## config.mk

```make
export PLATFORM = sky130hd
export DESIGN_NAME = i2c_eeprom_slave
export DESIGN_NICKNAME = d
export VERILOG_FILES = /design/src/rtl/i2c_pkg.sv /design/src/rtl/i2c_line_sync.sv /design/src/rtl/i2c_eeprom_slave.sv
export SDC_FILE = /design/constraint.sdc
export NUM_CORES = 2
export LEC_CHECK = 0
export BUFFER_PORTS_ARGS = -buffer_cell sky130_fd_sc_hd__buf_2
export CAP_MARGIN = 15
export CELL_PAD_IN_SITES_DETAIL_PLACEMENT = 1
export CELL_PAD_IN_SITES_GLOBAL_PLACEMENT = 1
export CORE_ASPECT_RATIO = 1.75
export CORE_UTILIZATION = 55
export CTS_BUF_LIST = sky130_fd_sc_hd__clkbuf_8 sky130_fd_sc_hd__clkbuf_16
export DETAILED_ROUTE_END_ITERATION = 10
export GPL_ROUTABILITY_DRIVEN = 0
export HOLD_SLACK_MARGIN = 0.1
export PLACE_DENSITY = 0.76
export SLEW_MARGIN = 20
export SYNTH_ARGS = -nofsm -noshare
export SYNTH_HDL_FRONTEND = slang
export SYNTH_SLANG_ARGS = --single-unit
```

## constraint.sdc

```tcl
create_clock -name clk -period 7.26 [get_ports clk]
set_input_delay 0.726 -clock clk [delete_from_list [all_inputs] [get_ports clk]]
set_output_delay 0.726 -clock clk [all_outputs]
set_load 0.05 [all_outputs]
```

## src/rtl/i2c_pkg.sv

```systemverilog
// Shared definitions for the I2C slave/master blocks.
//   i2c_state_e  : slave protocol state
//   I2C_ACK/NACK : SDA level on the ninth clock
//   SYNC_STAGES  : flops in each SCL/SDA input synchroniser
package i2c_pkg;

  localparam int   SYNC_STAGES = 2;
  localparam logic I2C_ACK     = 1'b0;
  localparam logic I2C_NACK    = 1'b1;

  typedef enum logic [3:0] {
    ST_IDLE,
    ST_DEV_RX,
    ST_DEV_ACK,
    ST_WA_RX,
    ST_WA_ACK,
    ST_WR_RX,
    ST_WR_ACK,
    ST_RD_TX,
    ST_RD_ACK,
    ST_IGNORE
  } i2c_state_e;

endpackage

```

## src/rtl/i2c_line_sync.sv

```systemverilog
// Synchronises the asynchronous SCL/SDA pins into the clk domain and
// derives line events. Each event is a single-clk combinational pulse
// off the edge-detect flop, so a registered consumer acts on it 3 clk
// after the pin transition.
//   clk, reset        : system clock, async active-low reset
//   scl_i, sda_i      : raw bus pins
//   sda               : synchronised SDA level (for bit sampling)
//   scl_rise/scl_fall : SCL edges
//   start_det         : SDA fall while SCL high
//   stop_det          : SDA rise while SCL high
module i2c_line_sync
  import i2c_pkg::*;
(
  input  logic clk,
  input  logic reset,
  input  logic scl_i,
  input  logic sda_i,
  output logic sda,
  output logic scl_rise,
  output logic scl_fall,
  output logic start_det,
  output logic stop_det
);

  logic [SYNC_STAGES-1:0] scl_sync, sda_sync;
  logic scl_s, sda_s, scl_d, sda_d;

  // Bus idles high, so the flops reset high to avoid a false event.
  always_ff @(posedge clk or negedge reset) begin
    if (!reset) begin
      scl_sync <= '1;
      sda_sync <= '1;
      scl_d    <= 1'b1;
      sda_d    <= 1'b1;
    end else begin
      scl_sync <= {scl_sync[SYNC_STAGES-2:0], scl_i};
      sda_sync <= {sda_sync[SYNC_STAGES-2:0], sda_i};
      scl_d    <= scl_s;
      sda_d    <= sda_s;
    end
  end

  assign scl_s     = scl_sync[SYNC_STAGES-1];
  assign sda_s     = sda_sync[SYNC_STAGES-1];
  assign sda       = sda_s;
  assign scl_rise  =  scl_s & ~scl_d;
  assign scl_fall  = ~scl_s &  scl_d;
  // SCL must be high on both samples so an SCL edge never masquerades
  // as START/STOP.
  assign start_det = scl_s & scl_d &  sda_d & ~sda_s;
  assign stop_det  = scl_s & scl_d & ~sda_d &  sda_s;

endmodule

```

## src/rtl/i2c_eeprom_slave.sv

```systemverilog
// Clocked I2C EEPROM-style slave memory: byte/page writes, current-address,
// random and sequential reads. SDA is open drain (sda_oe=1 pulls low).
//   clk, reset      : system clock (>= 10x SCL), async active-low reset
//   scl_i, sda_i    : bus pins (asynchronous)
//   sda_oe          : pull SDA low
//   busy            : addressed and in a transfer
//   wr_stb/addr/data: one-clk pulse per committed memory write
module i2c_eeprom_slave
  import i2c_pkg::*;
#(
  parameter logic [6:0] DEV_ADDR = 7'b0101110,
  parameter int         ADDR_W   = 8,
  parameter int         PAGE_W   = 3
) (
  input  logic              clk,
  input  logic              reset,
  input  logic              scl_i,
  input  logic              sda_i,
  output logic              sda_oe,
  output logic              busy,
  output logic              wr_stb,
  output logic [ADDR_W-1:0] wr_addr,
  output logic [7:0]        wr_data
);

  localparam int DEPTH = 2**ADDR_W;
  localparam logic [ADDR_W-1:0] PAGE_MASK = ADDR_W'((1 << PAGE_W) - 1);

  logic sda, scl_rise, scl_fall, start_det, stop_det;

  i2c_line_sync u_sync (
    .clk      (clk),
    .reset    (reset),
    .scl_i    (scl_i),
    .sda_i    (sda_i),
    .sda      (sda),
    .scl_rise (scl_rise),
    .scl_fall (scl_fall),
    .start_det(start_det),
    .stop_det (stop_det)
  );

  logic [7:0]        mem [0:DEPTH-1];
  i2c_state_e        state;
  logic [3:0]        cnt;   // bits received, or bits driven in RD_TX
  logic [7:0]        sh;    // receive shift register
  logic [7:0]        tx;    // transmit shift register
  logic [ADDR_W-1:0] ptr;
  logic              rw;
  logic              mack;  // master ACK/NACK sampled in RD_ACK
  logic [7:0]        rd_byte;
  logic [ADDR_W-1:0] ptr_page_inc;

  assign rd_byte      = mem[ptr];
  // Writes wrap inside the current page; the page bits stay put.
  assign ptr_page_inc = (ptr & ~PAGE_MASK) | ((ptr + ADDR_W'(1)) & PAGE_MASK);

  // The commit strobe itself performs the write, one clk later; reads
  // only fetch at the next byte boundary so they always see it.
  always_ff @(posedge clk) begin
    if (wr_stb) mem[wr_addr] <= wr_data;
  end

  always_ff @(posedge clk or negedge reset) begin
    if (!reset) begin
      state   <= ST_IDLE;
      sda_oe  <= 1'b0;
      busy    <= 1'b0;
      wr_stb  <= 1'b0;
      wr_addr <= '0;
      wr_data <= '0;
      ptr     <= '0;
      cnt     <= '0;
      sh      <= '0;
      tx      <= '0;
      rw      <= 1'b0;
      mack    <= I2C_NACK;
    end else begin
      wr_stb <= 1'b0;
      if (stop_det) begin
        state  <= ST_IDLE;
        sda_oe <= 1'b0;
        busy   <= 1'b0;
      end else if (start_det) begin
        state  <= ST_DEV_RX;
        cnt    <= '0;
        sda_oe <= 1'b0;
        busy   <= 1'b0;
      end else if (scl_rise) begin
        case (state)
          ST_DEV_RX, ST_WA_RX, ST_WR_RX: begin
            sh  <= {sh[6:0], sda};
            cnt <= cnt + 4'd1;
          end
          ST_RD_ACK: mack <= sda;
          default: ;
        endcase
      end else if (scl_fall) begin
        case (state)
          ST_DEV_RX: if (cnt == 4'd8) begin
            if (sh[7:1] == DEV_ADDR) begin
              state  <= ST_DEV_ACK;
              sda_oe <= 1'b1;
              busy   <= 1'b1;
              rw     <= sh[0];
            end else begin
              state <= ST_IGNORE;
            end
          end
          ST_DEV_ACK: begin
            cnt <= '0;
            if (rw) begin
              // Bit 7 goes out on this same fall; cnt tracks bits driven.
              state  <= ST_RD_TX;
              tx     <= rd_byte;
              sda_oe <= ~rd_byte[7];
              cnt    <= 4'd1;
            end else begin
              state  <= ST_WA_RX;
              sda_oe <= 1'b0;
            end
          end
          ST_WA_RX: if (cnt == 4'd8) begin
            ptr    <= sh[ADDR_W-1:0];
            state  <= ST_WA_ACK;
            sda_oe <= 1'b1;
          end
          ST_WA_ACK, ST_WR_ACK: begin
            state  <= ST_WR_RX;
            sda_oe <= 1'b0;
            cnt    <= '0;
          end
          ST_WR_RX: if (cnt == 4'd8) begin
            wr_stb  <= 1'b1;
            wr_addr <= ptr;
            wr_data <= sh;
            ptr     <= ptr_page_inc;
            state   <= ST_WR_ACK;
            sda_oe  <= 1'b1;
          end
          ST_RD_TX: begin
            if (cnt == 4'd8) begin
              state  <= ST_RD_ACK;
              sda_oe <= 1'b0;
              ptr    <= ptr + ADDR_W'(1);
            end else begin
              tx     <= {tx[6:0], 1'b0};
              sda_oe <= ~tx[6];
              cnt    <= cnt + 4'd1;
            end
          end
          ST_RD_ACK: begin
            if (mack == I2C_ACK) begin
              state  <= ST_RD_TX;
              tx     <= rd_byte;
              sda_oe <= ~rd_byte[7];
              cnt    <= 4'd1;
            end else begin
              state <= ST_IGNORE;
              busy  <= 1'b0;
            end
          end
          default: ;
        endcase
      end
    end
  end

endmodule

```

# ---- Yosys cells after proc, flatten, opt, wreduce, memory -nomap -nowiden
# Memories as Yosys holds them, arrays and structs flattened.
# Index checks and enable logic that the tools add are counted.
dict set report totals {
  regBits 58
  ramBits 2048
  in_bits 4
  output_inout_bits 19
  word_cells 138
  n_memories 1
}
dict set report classes {
  add_sub_neg 2
  eq_ne 28
  n_mux 53
  n_bitwise 17
  reduce_logical 21
}
# memory words word_bits rd rd_clocked_by_memory_dff write_ports line
set mem_list {}
lappend mem_list {mem 256 8 1 0 1 i2c_eeprom_slave.sv:43} ;# logic [7:0] mem [0:DEPTH-1];
# op n
set ops {}
lappend ops {{two-way mux 4 bit} 16}
lappend ops {{!= test 4 bit (second input constant)} 9}
lappend ops {{one-hot mux 4 bit (7 select lines)} 1}
lappend ops {{two-way mux 1 bit} 24}
lappend ops {{two-way mux 8 bit} 3}
lappend ops {{one-hot mux 8 bit (3 select lines)} 1}
lappend ops {{two-way mux 7 bit} 3}
lappend ops {{one-hot mux 7 bit (3 select lines)} 1}
lappend ops {{AND reduction 7 bit} 3}
lappend ops {{AND reduction 6 bit} 3}
lappend ops {{equality test 4 x 3 -> 1 bit (second input constant)} 4}
lappend ops {{one-hot mux 4 bit (4 select lines)} 1}
lappend ops {{AND reduction 8 bit} 2}
lappend ops {{!= test 2 bit (second input constant)} 6}
lappend ops {{nonzero test 3 bit} 4}
lappend ops {{NOT 1 bit} 9}
lappend ops {{nonzero test 9 bit} 1}
lappend ops {{adder 8 x 1 -> 8 bit (second input constant)} 1}
lappend ops {{equality test 4 x 2 -> 1 bit (second input constant)} 2}
lappend ops {{equality test 4 bit (second input constant)} 2}
lappend ops {{bitwise OR 8 x 3 -> 8 bit} 1}
lappend ops {{AND reduction 4 bit} 2}
lappend ops {{nonzero test 8 bit} 1}
lappend ops {{AND 1 bit} 7}
lappend ops {{other kinds (12)} 14}

# ---- Logic depth before layout (Yosys ltp)
dict set report logic_depth {
  depth_word 8
  depth_mapped 13
  ltp_nobuf 9
}

# ---- Modules after synthesis
# From an unflattened synthesis, not the netlist that was laid out.
dict set report hier_totals {
  cells_unflattened 3985
  area_unflattened_um2 82360.2
}
# mod n_inst cells_per_inst area_per_inst_um2 seq_area_each_um2
set by_module_without_submodules {}
lappend by_module_without_submodules {i2c_eeprom_slave 1 3975 82170.1 62801.5}
lappend by_module_without_submodules {i2c_line_sync 1 10 190.2 157.7}

# ---- Least setup slack after synthesis
# Ideal clock, no wire load.
dict set report synth_timing {
  path_type {register to register}
  start {reg wr_data[0]}
  end {mem mem[0][0] (data pin)}
  setup_ns 0.865
  arrival_time_ns 3.477
  required_time_ns 6.395
  setup_slack_ns 2.918
  stages_incl_launch_ff 1
  n_path_buf 0
  synth_period_minus_slack_ns 4.342
  cell_sequence {dfrtp_1}
}
# element line
set synth_rtl {}
lappend synth_rtl {{from (decl)} i2c_eeprom_slave.sv:23} ;# output logic [7:0] wr_data
lappend synth_rtl {{from (signal assigned)} i2c_eeprom_slave.sv:136} ;# wr_data <= sh;
lappend synth_rtl {{to (decl)} i2c_eeprom_slave.sv:43}
# No word-level cell before the write port.

# ---- Worst setup path after layout
dict set report layout_timing {
  start {reg ptr[2]}
  end {reg tx[0]}
}
dict set report layout_via {
  elab_chain_cells 3
  elab_cells_between_ends 4
  cone_classes {3 x mux; 1 x memory}
}
# element line
set layout_rtl {}
lappend layout_rtl {{from (decl)} i2c_eeprom_slave.sv:48} ;# logic [ADDR_W-1:0] ptr;
lappend layout_rtl {{from (signal assigned)} i2c_eeprom_slave.sv:124} ;# ptr <= sh[ADDR_W-1:0];
lappend layout_rtl {{from (signal assigned)} i2c_eeprom_slave.sv:137} ;# ptr <= ptr_page_inc;
lappend layout_rtl {{from (signal assigned)} i2c_eeprom_slave.sv:145} ;# ptr <= ptr + ADDR_W'(1);
lappend layout_rtl {{memory read (256 x 8 bit) (*)} n/a}
lappend layout_rtl {{two-way mux 7 bit (on tied branches)} {i2c_eeprom_slave.sv:153, i2c_eeprom_slave.sv:112}}
lappend layout_rtl {{one-hot mux 7 bit (3 select lines) (*)} i2c_eeprom_slave.sv:99} ;# case (state)
lappend layout_rtl {{to (signal assigned)} i2c_eeprom_slave.sv:115} ;# tx <= rd_byte;
lappend layout_rtl {{to (signal assigned)} i2c_eeprom_slave.sv:147} ;# tx <= {tx[6:0], 1'b0};
lappend layout_rtl {{to (signal assigned)} i2c_eeprom_slave.sv:155} ;# tx <= rd_byte;
lappend layout_rtl {{to (decl)} i2c_eeprom_slave.sv:47} ;# logic [7:0] tx;
# Every way passes the cells marked *; elsewhere a longest branch is shown, timed or not. The select of a mux whose other input is x is not followed.
# A chain may end at the register's enable or synchronous reset.

==> flow_summary.yaml <==
flow_run:
  maxCapViolCount: 0
global_routing:
  grt_pass1_vias: 43937
  grt_pass1_wl_mm: 333
  track_usage_pct: 31.9
  antenna_found_initial: 7
  grt.overflow.total: 0
  grt_start_max_net_pins: 234
placed_design:
  detailed_place_hpwl_mm: 149
  io_buffer_count: 22
  postPlaceCellArea_um2: 84700
worst_setup_path:
  slowest_delay_ns: 1.07
  crit_fanout: 38
  end_kind: "flop"
  worst-path-buf-inv: 1
  slowest_stage: "nor2b_1"
  critical_path.startpoint_type: "flop"
  path_delay_family: "compound AO/OA/AOI/OAI gates"
  critPathKind: "reg -> reg"
  arrival_ns: 5.63
  path_cells: "buf_4, nor2b_1, a22oi_1, a32oi_1, nand4_1, a2111oi_0, nor2_1, o31ai_1"
  cp_data_required_time_ns: 7.98
floorplan:
  pin_count: 23
  start_util_pct: 55.5
  die_x_um: 295
  design.die.area_um2: 152000
  fp-row-count: 187
  core_um2: 149000
  die_y_um: 515
timing:
  hold_violations: 0
  finalCriticalPeriod_ns: 4.91
  slew_headroom_pct: 8.09
  max_freq_mhz: 204
  tns_ns: 0
  fin_skew_ns: 0.0438
  finalCritPeriodShare_pct: 67.6
  rsz0062_at_grt: "no"
  setup_violations: 0
  tightest_slew_ns: 1.38
  finalMaxSlewViolations: 0
layout:
  utilization_pct: 61.1
  finalNetCount: 3942
  n_fill_cell: 12134
  final_layout_size_suffix_gt1_share_pct: 24.8
  syn_to_final_growth_pct: 10.1
  stdcell_area_um2: 90900
power_and_ir_drop:
  peakVddDrop_v: 0.000247
  p_leak_nw: 22.2
  power_mw: 23.2
  power_density_nw_per_um2: 255
route:
  wl_mm: 238
  viasPerCell: 6.82
  drtPass1Iterations: 5
  route.met2.wl_mm: 123
  drtAntennaViolNets: 0
  drc_errors: 0
  wire_per_inst_um: 39.2
  wl_met3_mm: 18.3
  top_layer: "met5"
  drt-met1-wl_mm: 76.9
  drtIter0Drc: 4738
  vias: 41381
synthesis:
  async_flop_share_pct: 2.75
  yosys-top-cells-area: "edfxtp_1 74%, mux4_2 15%, dfrtp_1 1.5%"
  synth_seq_cells: 2106
  synth_edf_count: 2048
  syn_area_um2: 82600
  syn-num-nets: 3878
  synth_top_area_share_pct: 74.4
  ys_warn_count: 0
  synth-main-ff-cell: "edfxtp_1"
  netlist_instances: 3867
  seq_area_frac_synth_pct: 76.2
  yosysUniqueCellTypes: 71
  synth_top_area_cell: "edfxtp_1"
  yosysMostFrequentCell: "edfxtp_1"
  synthTopCellsByCount: "2,048 x edfxtp_1, 557 x mux4_2, 317 x nor2_1"
  postSynthAreaPerCell_um2: 21.4
min_path:
  hold_path_class: "in -> async"
cts:
  clk_pin_slew_ns: 0.07
  insertion_delay_ns: 0.82
  cts_resized: 0
  cts_tree: "done"
  cts.htree.levels: 4
  clkSinkCount: 2106
  cts_buffers: 178
  cts_buffer_depth: 3
  root_buffer: "clkbuf_16"
status:
  outcome: "complete, no violations"
==> cells by family (layout without fill, tap and decap cells) <==
| family | count (synthesis) | after routing | synth area share (%) |
|---|---|---|---|
| flip-flops | 2106 | 2106 | 76.2 |
| other | 0 | 4 | 0 |
| buffers and inverters | 244 | 456 | 1.71 |
| adder cells (fa/ha/maj) | 7 | 7 | 0.106 |
| multiplexers | 683 | 683 | 16.9 |
| AO/OA/AOI/OAI | 234 | 234 | 1.97 |
| AND/OR/NAND/NOR | 591 | 591 | 3.12 |
| XOR/XNOR | 2 | 2 | 0.0212 |
==> report_power, final <==
| group | internal [mW] | switching [mW] | leakage (nW) |
|---|---|---|---|
| clock | 5.55 | 4.49 | 3.07 |
| combinational | 0.00968 | 0.0210 | 4.27 |
| sequential | 13.1 | 0.0121 | 14.9 |
| total | 18.7 | 4.52 | 22.2 |
==> per-stage QoR <==
stage / cells / setup WS [ns] / hold WS, ns
2_1_floorplan: 3867 / 2.92 / 0.345
3_3_place_gp: 5731 / 2.83 / 0.352
3_5_place_dp: 5731 / 2.74 / 0.354
4_1_cts: 6061 / 2.68 / 0.130
5_1_grt: 6064 / 2.55 / 0.154
6_report: 6067 / 2.35 / 0.0689
==> repair_timing <==
| item | 4_1_cts | 5_1_grt |
|---|---|---|
| setup endpoints to repair | 0 | 0 |
| hold buffers | 2 | 0 |
| setup buffers | 0 | 0 |
| hold endpoints to repair | 2 | 0 |
==> sequential cells by signal, summed over array words and instances, names as in the netlist, 2 cells and up <==
name,cells
sh,8
state,4
wr_data,8
u_sync.sda_sync,2
mem,2048
u_sync.scl_sync,2
wr_addr,8
tx,7
cnt,4
ptr,8
==> routing by layer <==
layer	GRT usage (%)	up-vias
li1	-	16221
met1	36.2	22040
met2	54.3	2378
met3	5.57	734
met4	23.1	8
met5	0	-
==> placed cells by master, fill, tap and decap left out, types with 6 or more instances in the layout <==
| cell | Yosys | layout |
|---|---|---|
| mux2_2 | 32 | 32 |
| nand4_1 | 22 | 22 |
| nor3_1 | 13 | 13 |
| bufinv_16 | 0 | 28 |
| mux4_2 | 557 | 557 |
| clkinv_4 | 0 | 6 |
| dfrtp_4 | 0 | 12 |
| buf_4 | 30 | 72 |
| buf_12 | 2 | 14 |
| ha_1 | 7 | 7 |
| a21oi_1 | 38 | 38 |
| edfxtp_1 | 2048 | 2048 |
| clkinvlp_4 | 0 | 7 |
| o221ai_1 | 10 | 10 |
| nand2b_1 | 6 | 6 |
| dfrtp_1 | 51 | 39 |
| nand2_1 | 122 | 122 |
| dfstp_2 | 7 | 7 |
| o22ai_1 | 24 | 24 |
| buf_2 | 56 | 22 |
| clkinv_1 | 1 | 29 |
| inv_1 | 14 | 39 |
| nor2_2 | 0 | 6 |
| clkinv_2 | 0 | 38 |
| a22oi_1 | 31 | 31 |
| and3_1 | 6 | 6 |
| mux2i_1 | 89 | 89 |
| o21ai_0 | 37 | 37 |
| nand3_1 | 44 | 44 |
| a31oi_1 | 9 | 9 |
| a211oi_1 | 14 | 14 |
| and2_1 | 6 | 6 |
| a221oi_1 | 12 | 12 |
| o211ai_1 | 10 | 10 |
| nor2_1 | 317 | 311 |
| a211o_1 | 6 | 6 |
| nor2b_1 | 20 | 18 |
| clkbuf_16 | 0 | 179 |
==> cell type report <==
type                            instances  area, um^2  area share [%]
Sequential cell                      2106       63000            69.3
Antenna cell                            4        10.0          0.0110
Timing Repair Buffer                  112        1010            1.11
Clock inverter                        148        1580            1.74
Multi-Input combinational cell       1517       18300            20.1
Tap cell                             1984        2480            2.73
Clock buffer                          180        4490            4.94
Inverter                               16        67.6          0.0743
==> path summary, 6_finish.rpt <==
check / from / to / slack (ns) / cells past startpoint
setup / recovery: ptr[2] / tx[0] / 2.35 / 8
max in group asynchronous: reset / wr_data[0] / 6.34 / 2
hold reg to reg: u_sync.sda_sync[0] / u_sync.sda_sync[1] / 0.35 / 0
min in group clk: u_sync.sda_sync[0] / u_sync.sda_sync[1] / 0.35 / 0
hold / removal: reset / wr_addr[2] / 0.07 / 2
setup reg to reg: ptr[2] / tx[0] / 2.35 / 8
Note: power is estimated with default switching activity, not from simulation.
